--- src/rtl/egg_timer_pkg.sv ---
// Shared egg-timer constants: FSM encodings, default clock-derived timings, counter sizing.
package egg_timer_pkg;

  typedef enum logic [1:0] {
    IDLE     = 2'd0,
    BEEP_ON  = 2'd1,
    BEEP_OFF = 2'd2
  } beep_state_e;

  localparam int TICK_DIV_DEFAULT  = 250000;
  localparam int TONE_HALF_DEFAULT = 25000;

  // Counters are at least one bit wide so degenerate parameters still elaborate.
  function automatic int cnt_w(input int n);
    return (n <= 2) ? 1 : $clog2(n);
  endfunction

endpackage

--- src/rtl/alarm_beeper_tick_gen.sv ---
// Free-running divider producing a one-cycle tick every DIV clocks; clear restarts the count.
module tick_gen
  import egg_timer_pkg::*;
#(
  parameter int DIV = TICK_DIV_DEFAULT
) (
  input  logic clk,
  input  logic reset,
  input  logic clear,
  output logic tick
);

  localparam int W = cnt_w(DIV);

  logic [W-1:0] cnt_q, cnt_d;

  always_comb begin
    tick  = (cnt_q == W'(DIV - 1));
    cnt_d = tick ? '0 : cnt_q + W'(1);
  end

  always_ff @(posedge clk) begin
    if (reset || clear) cnt_q <= '0;
    else                cnt_q <= cnt_d;
  end

endmodule

--- src/rtl/alarm_beeper.sv ---
// Alarm beeper: BEEP_COUNT gated tone bursts after a trigger, cancellable, with a done pulse.
module alarm_beeper
  import egg_timer_pkg::*;
#(
  parameter int         TICK_DIV   = TICK_DIV_DEFAULT,
  parameter int         TONE_HALF  = TONE_HALF_DEFAULT,
  parameter int         ON_TICKS   = 80,
  parameter int         OFF_TICKS  = 80,
  parameter logic [3:0] BEEP_COUNT = 4'd3
) (
  input  logic clk,
  input  logic reset,
  input  logic trigger,
  input  logic cancel,
  output logic buzzer,
  output logic active,
  output logic done
);

  if (BEEP_COUNT == 4'd0) begin : g_bad_beep_count
    $error("alarm_beeper: BEEP_COUNT must be at least 1");
  end

  localparam int PH_W = cnt_w((ON_TICKS > OFF_TICKS) ? ON_TICKS : OFF_TICKS);
  localparam int TN_W = cnt_w(TONE_HALF);

  beep_state_e     state_q, state_d;
  logic [3:0]      beeps_q, beeps_d;
  logic [PH_W-1:0] ticks_q, ticks_d;
  logic [TN_W-1:0] tone_cnt_q, tone_cnt_d;
  logic            tone_q, tone_d;
  logic            done_q, done_d;
  logic            clear;
  logic            tick;
  logic            phase_end;

  tick_gen #(.DIV(TICK_DIV)) u_tick_gen (
    .clk   (clk),
    .reset (reset),
    .clear (clear),
    .tick  (tick)
  );

  always_comb begin
    phase_end = tick &&
                (((state_q == BEEP_ON)  && (ticks_q == PH_W'(ON_TICKS - 1))) ||
                 ((state_q == BEEP_OFF) && (ticks_q == PH_W'(OFF_TICKS - 1))));
  end

  always_ff @(posedge clk) begin
    if (reset) begin
      state_q    <= IDLE;
      beeps_q    <= '0;
      ticks_q    <= '0;
      tone_cnt_q <= '0;
      tone_q     <= 1'b0;
      done_q     <= 1'b0;
    end else begin
      state_q    <= state_d;
      beeps_q    <= beeps_d;
      ticks_q    <= ticks_d;
      tone_cnt_q <= tone_cnt_d;
      tone_q     <= tone_d;
      done_q     <= done_d;
    end
  end

  // Cancel outranks trigger; every state change or restart clears the timing counters.
  always_comb begin
    state_d = state_q;
    beeps_d = beeps_q;
    clear   = 1'b0;
    done_d  = 1'b0;
    if (cancel) begin
      if (state_q != IDLE) begin
        state_d = IDLE;
        clear   = 1'b1;
      end
    end else if (trigger) begin
      state_d = BEEP_ON;
      beeps_d = BEEP_COUNT;
      clear   = 1'b1;
    end else begin
      case (state_q)
        BEEP_ON: begin
          if (phase_end) begin
            clear = 1'b1;
            if (beeps_q == 4'd1) begin
              state_d = IDLE;
              done_d  = 1'b1;
            end else begin
              state_d = BEEP_OFF;
              beeps_d = beeps_q - 4'd1;
            end
          end
        end
        BEEP_OFF: begin
          if (phase_end) begin
            state_d = BEEP_ON;
            clear   = 1'b1;
          end
        end
        IDLE:    state_d = IDLE;
        default: state_d = IDLE;
      endcase
    end
  end

  always_comb begin
    ticks_d    = ticks_q;
    tone_cnt_d = tone_cnt_q;
    tone_d     = tone_q;
    if (clear) begin
      ticks_d    = '0;
      tone_cnt_d = '0;
      tone_d     = (state_d == BEEP_ON);
    end else begin
      if (tick && (state_q != IDLE)) ticks_d = ticks_q + PH_W'(1);
      if (state_q == BEEP_ON) begin
        if (tone_cnt_q == TN_W'(TONE_HALF - 1)) begin
          tone_cnt_d = '0;
          tone_d     = ~tone_q;
        end else begin
          tone_cnt_d = tone_cnt_q + TN_W'(1);
        end
      end
    end
  end

  always_comb begin
    active = (state_q != IDLE);
    buzzer = (state_q == BEEP_ON) && tone_q;
    done   = done_q;
  end

endmodule

--- config.mk ---
export PLATFORM = sky130hd
export DESIGN_NAME = alarm_beeper
export DESIGN_NICKNAME = d
export VERILOG_FILES = /design/src/rtl/egg_timer_pkg.sv /design/src/rtl/alarm_beeper_tick_gen.sv /design/src/rtl/alarm_beeper.sv
export SDC_FILE = /design/constraint.sdc
export NUM_CORES = 1
export LEC_CHECK = 0
export CAP_MARGIN = 20
export CORE_MARGIN = 5
export CORE_UTILIZATION = 30
export CTS_BUF_LIST = sky130_fd_sc_hd__clkbuf_16
export CTS_CLUSTER_SIZE = 28
export DETAILED_ROUTE_END_ITERATION = 10
export GPL_TIMING_DRIVEN = 0
export SLEW_MARGIN = 10
export SYNTH_ARGS = -nofsm -noshare
export SYNTH_HDL_FRONTEND = slang
export SYNTH_SLANG_ARGS = --single-unit
--- constraint.sdc ---
create_clock -name clk -period 2 [get_ports clk]
set_input_delay 0.3 -clock clk [delete_from_list [all_inputs] [get_ports clk]]
set_output_delay 0.3 -clock clk [all_outputs]
set_load 0.05 [all_outputs]
==> impl_metrics.prom <==
# TYPE chip_impl_metric gauge
chip_impl_info{name="run_status",value="complete, no violations"} 1
chip_impl_metric{name="portBuffers",unit=""} 5
chip_impl_metric{name="synth-async-reset-ratio",unit="%"} 0
chip_impl_info{name="synthDominantAreaCellType",value="sky130_fd_sc_hd__dfxtp_1"} 1
chip_impl_metric{name="ff2ff_path_depth",unit=""} 7
chip_impl_metric{name="grt_max_degree",unit=""} 15
chip_impl_metric{name="final_min_period_over_clock_period",unit="%"} 99.13
chip_impl_metric{name="fill_cells",unit=""} 767
chip_impl_info{name="mostFrequentLayoutCells",value="sky130_fd_sc_hd__dfxtp_1 (44), sky130_fd_sc_hd__nor2_1 (37), sky130_fd_sc_hd__nand2_1 (29)"} 1
chip_impl_metric{name="grt_first_pass_wirelength",unit="mm"} 7.990
chip_impl_metric{name="clock-sinks",unit=""} 48
chip_impl_metric{name="core-area",unit="µm²"} 7687
chip_impl_metric{name="max-vdd-ir-drop",unit="mV"} 0.3401
chip_impl_info{name="worst_hold_path_type",value="input port to flop"} 1
chip_impl_metric{name="multiInputGateArea",unit="µm²"} 1428
chip_impl_info{name="ys_top_cells_by_area",value="sky130_fd_sc_hd__dfxtp_1 (41%), sky130_fd_sc_hd__xor2_1 (9.6%), sky130_fd_sc_hd__nor2_1 (6.0%)"} 1
chip_impl_info{name="min_to",value="beeps_q[0]"} 1
chip_impl_metric{name="hold_slack",unit="ns"} 0.4076
chip_impl_metric{name="max-slew-margin-rel",unit="%"} 66.57
chip_impl_metric{name="worst_slew_pin_slew",unit="ns"} 0.4987
chip_impl_metric{name="drt_wl_total",unit="mm"} 4.719
chip_impl_metric{name="cpPeakStageDelay",unit="ns"} 0.50
chip_impl_info{name="crit-reg2reg-launch",value="tone_cnt_q[0]"} 1
chip_impl_metric{name="reg2reg_slack",unit="ns"} 0.02
chip_impl_metric{name="clock-skew-final",unit="ns"} 0.005474
chip_impl_metric{name="routed-via-count",unit=""} 1891
chip_impl_metric{name="route.detailed.wl_per_inst",unit="µm"} 11.86
chip_impl_info{name="clockRootBuffer",value="sky130_fd_sc_hd__clkbuf_16"} 1
chip_impl_metric{name="synth-seq-area-share",unit="%"} 40.66
chip_impl_info{name="worst_path_max_delay_cell",value="sky130_fd_sc_hd__or4_1"} 1
chip_impl_metric{name="syn-cell-area",unit="µm²"} 2364
chip_impl_info{name="cp-start-kind",value="flop"} 1
chip_impl_metric{name="p_leak",unit="nW"} 1.041
chip_impl_metric{name="globalRoute.totalOverflow",unit=""} 0
chip_impl_metric{name="synth_top_area_share",unit="%"} 40.66
chip_impl_metric{name="globalRouteTotalUtil",unit="%"} 9.833
chip_impl_metric{name="syn_nets",unit=""} 282
chip_impl_metric{name="antenna-diode-count",unit=""} 0
chip_impl_metric{name="final_antenna_violating_net_count",unit=""} 0
chip_impl_metric{name="die-width",unit="µm"} 98.76
chip_impl_info{name="r2r-end",value="tone_cnt_q[11]"} 1
chip_impl_metric{name="starting_density_of_the_core",unit="%"} 30.75
chip_impl_metric{name="maxSlewViolCount",unit=""} 0
chip_impl_metric{name="hold_violations",unit=""} 0
chip_impl_metric{name="dp_hpwl",unit="mm"} 3.115
chip_impl_metric{name="yosys_register_bits",unit=""} 48
chip_impl_metric{name="synth_cells",unit=""} 270
chip_impl_metric{name="final_design_area_no_fill",unit="µm²"} 2930
chip_impl_metric{name="htree_levels",unit=""} 2
chip_impl_metric{name="yosys.cell_types.count",unit=""} 46
chip_impl_metric{name="clk_latency",unit="ns"} 0.29
chip_impl_metric{name="hold_buffers",unit=""} 0
chip_impl_info{name="rsz0062_at_grt",value="yes"} 1
chip_impl_metric{name="synth_edf_count",unit=""} 0
chip_impl_metric{name="viasPerCell",unit=""} 4.751
chip_impl_metric{name="nets_finish",unit=""} 307
chip_impl_metric{name="number_of_warnings_issued_by_yosys",unit=""} 0
chip_impl_info{name="synth-main-ff-cell",value="sky130_fd_sc_hd__dfxtp_1"} 1
chip_impl_info{name="timing.hold.worst.start",value="reset"} 1
chip_impl_metric{name="overall_die_height",unit="µm"} 98.76
chip_impl_metric{name="drc",unit=""} 0
chip_impl_metric{name="max_cap_viol_count",unit=""} 0
chip_impl_metric{name="finalCriticalPeriod",unit="ns"} 1.983
chip_impl_metric{name="required",unit="ns"} 2.18
chip_impl_metric{name="drt_first_pass_iters",unit=""} 4
chip_impl_metric{name="fmaxAchievable",unit="MHz"} 504.4
chip_impl_metric{name="boundaryPins",unit=""} 7
chip_impl_metric{name="worst-path-max-fanout",unit=""} 6
chip_impl_metric{name="tritoncts.num_buffers",unit=""} 5
chip_impl_metric{name="setup-violations-final",unit=""} 0
chip_impl_metric{name="synthesized_area_per_cell",unit="µm²"} 8.754
chip_impl_metric{name="vias_in_the_first_global_route",unit=""} 1755
chip_impl_metric{name="row_count",unit=""} 32
chip_impl_metric{name="cts.clk_slew.worst_paths",unit="ns"} 0.06
chip_impl_info{name="worstPathCellList",value="ha_4 > nand2_1 > or4_1 > or3_4 > nand2b_4 > clkbuf_16 > nor2_4"} 1
chip_impl_metric{name="register_area",unit="µm²"} 970.9
chip_impl_metric{name="place_area",unit="µm²"} 2541
chip_impl_metric{name="grt_antenna_before_repair",unit=""} 0
chip_impl_metric{name="area.growth.synth_to_final",unit="%"} 23.98
chip_impl_metric{name="worstPathArrival",unit="ns"} 2.16
chip_impl_metric{name="die_area",unit="µm²"} 9754
chip_impl_info{name="path_delay_family",value="simple AND/OR/NAND/NOR gates"} 1
chip_impl_metric{name="gp_congestion",unit=""} 0.7669
chip_impl_metric{name="critPathBufInv",unit=""} 1
chip_impl_info{name="cts_tree",value="built"} 1
chip_impl_info{name="endpoint_class_of_the_critical_path",value="flop"} 1
chip_impl_info{name="layout.cells.most_common",value="sky130_fd_sc_hd__dfxtp_1"} 1
chip_impl_metric{name="clock_path_buffers",unit=""} 2
chip_impl_metric{name="fraction_of_layout_cells_with_a_size_suffix_above_1",unit="%"} 20.61
chip_impl_metric{name="worstHoldPathCells",unit=""} 2
chip_impl_metric{name="power_density",unit="nW/µm²"} 645.3
chip_impl_info{name="criticalPathCategory",value="flop to flop"} 1
chip_impl_metric{name="detailed_router_s_first_iteration_violation_count",unit=""} 97
==> cell families (layout without fill, tap and decap cells) <==
family	after synthesis	count (layout)	synth area share (%)
buffers and inverters	17	43	3.759
AOI/OAI and AO/OA	28	28	7.517
muxes	1	1	0.4235
xor gates and xnor gates	34	34	12.60
and+or+nand+nor	134	134	30.81
DFF	48	48	40.66
adders and majority gates	8	8	4.235
==> synth_stat cells, drive strengths merged (3+ instances only) <==
cell / count
dfxtp: 48
nand2: 29
nor2: 48
nor3: 6
a21oi: 9
nor4b: 3
and3: 7
ha: 8
nand3: 8
or3: 5
inv: 10
buf: 5
xor2: 26
xnor2: 8
o21ai: 6
o211ai: 3
nand4: 12
==> layout make-up <==
type | instances | area share (%)
sequential | 48 | 33.13
clock inverter | 3 | 0.5124
multi-input combinational | 205 | 48.72
tap | 102 | 4.355
buffer | 7 | 2.050
timing repair buffer | 18 | 5.551
clock buffer | 5 | 4.270
inverter | 10 | 1.409
==> registers in the layout, summed over array words and instances (netlist names) <==
| signal | count |
|---|---|
| beeps_q | 4 |
| done | 1 |
| state_q | 2 |
| ticks_q | 7 |
| tone_cnt_q | 15 |
| tone_q | 1 |
| u_tick_gen.cnt_q | 18 |
==> power by group <==
group          internal, mW  switching [mW]  leakage, nW
sequential            0.961         0.00710        0.390
combinational        0.0511          0.0594        0.583
clock                 0.455           0.357       0.0687
==> how the worst max path moves through the flow <==
stage / to / startpoint / depth (start not counted) / slack, ns
after floorplan: tone_cnt_q[14] / u_tick_gen.cnt_q[0] / 9 / 0.07
after global placement: tone_cnt_q[2] / cancel / 10 / -0.34
after detailed placement: tone_cnt_q[11] / cancel / 10 / -0.41
after CTS: tone_cnt_q[11] / u_tick_gen.cnt_q[8] / 8 / 0.0009
after global routing: tone_q / u_tick_gen.cnt_q[0] / 8 / -0.07
final: tone_cnt_q[11] / tone_cnt_q[0] / 7 / 0.02
==> metrics by stage <==
step                      power, mW  cells  utilization [%]  setup TNS [ns]  worst slack [ns]
final                         1.891    398            38.12               0           0.01730
after floorplan               1.047    270                -               0           0.07194
after global placement        1.068    377            33.06          -6.303           -0.3377
after detailed placement      1.070    377            33.06          -8.646           -0.4097
after global routing          1.956    398            38.12         -0.5817          -0.07256
after CTS                     1.881    386            35.30               0         0.0009404
==> layer usage <==
metal	up-vias	GRT usage (%)	wire length, µm
met4	0	3.887	80
met5	-	0	0
li1	975	-	-
met3	7	2.548	157
met2	20	14.98	2187
met1	889	13.24	2293
==> repair_timing <==
item	in CTS	in global routing
resized for setup	13	31
pin swaps	1	11
setup endpoints to repair	31	29
buffers inserted	1	11
cloned	0	1
endpoints found under the hold margin	0	0
No activity file was read; power rests on OpenSTA's default activity.
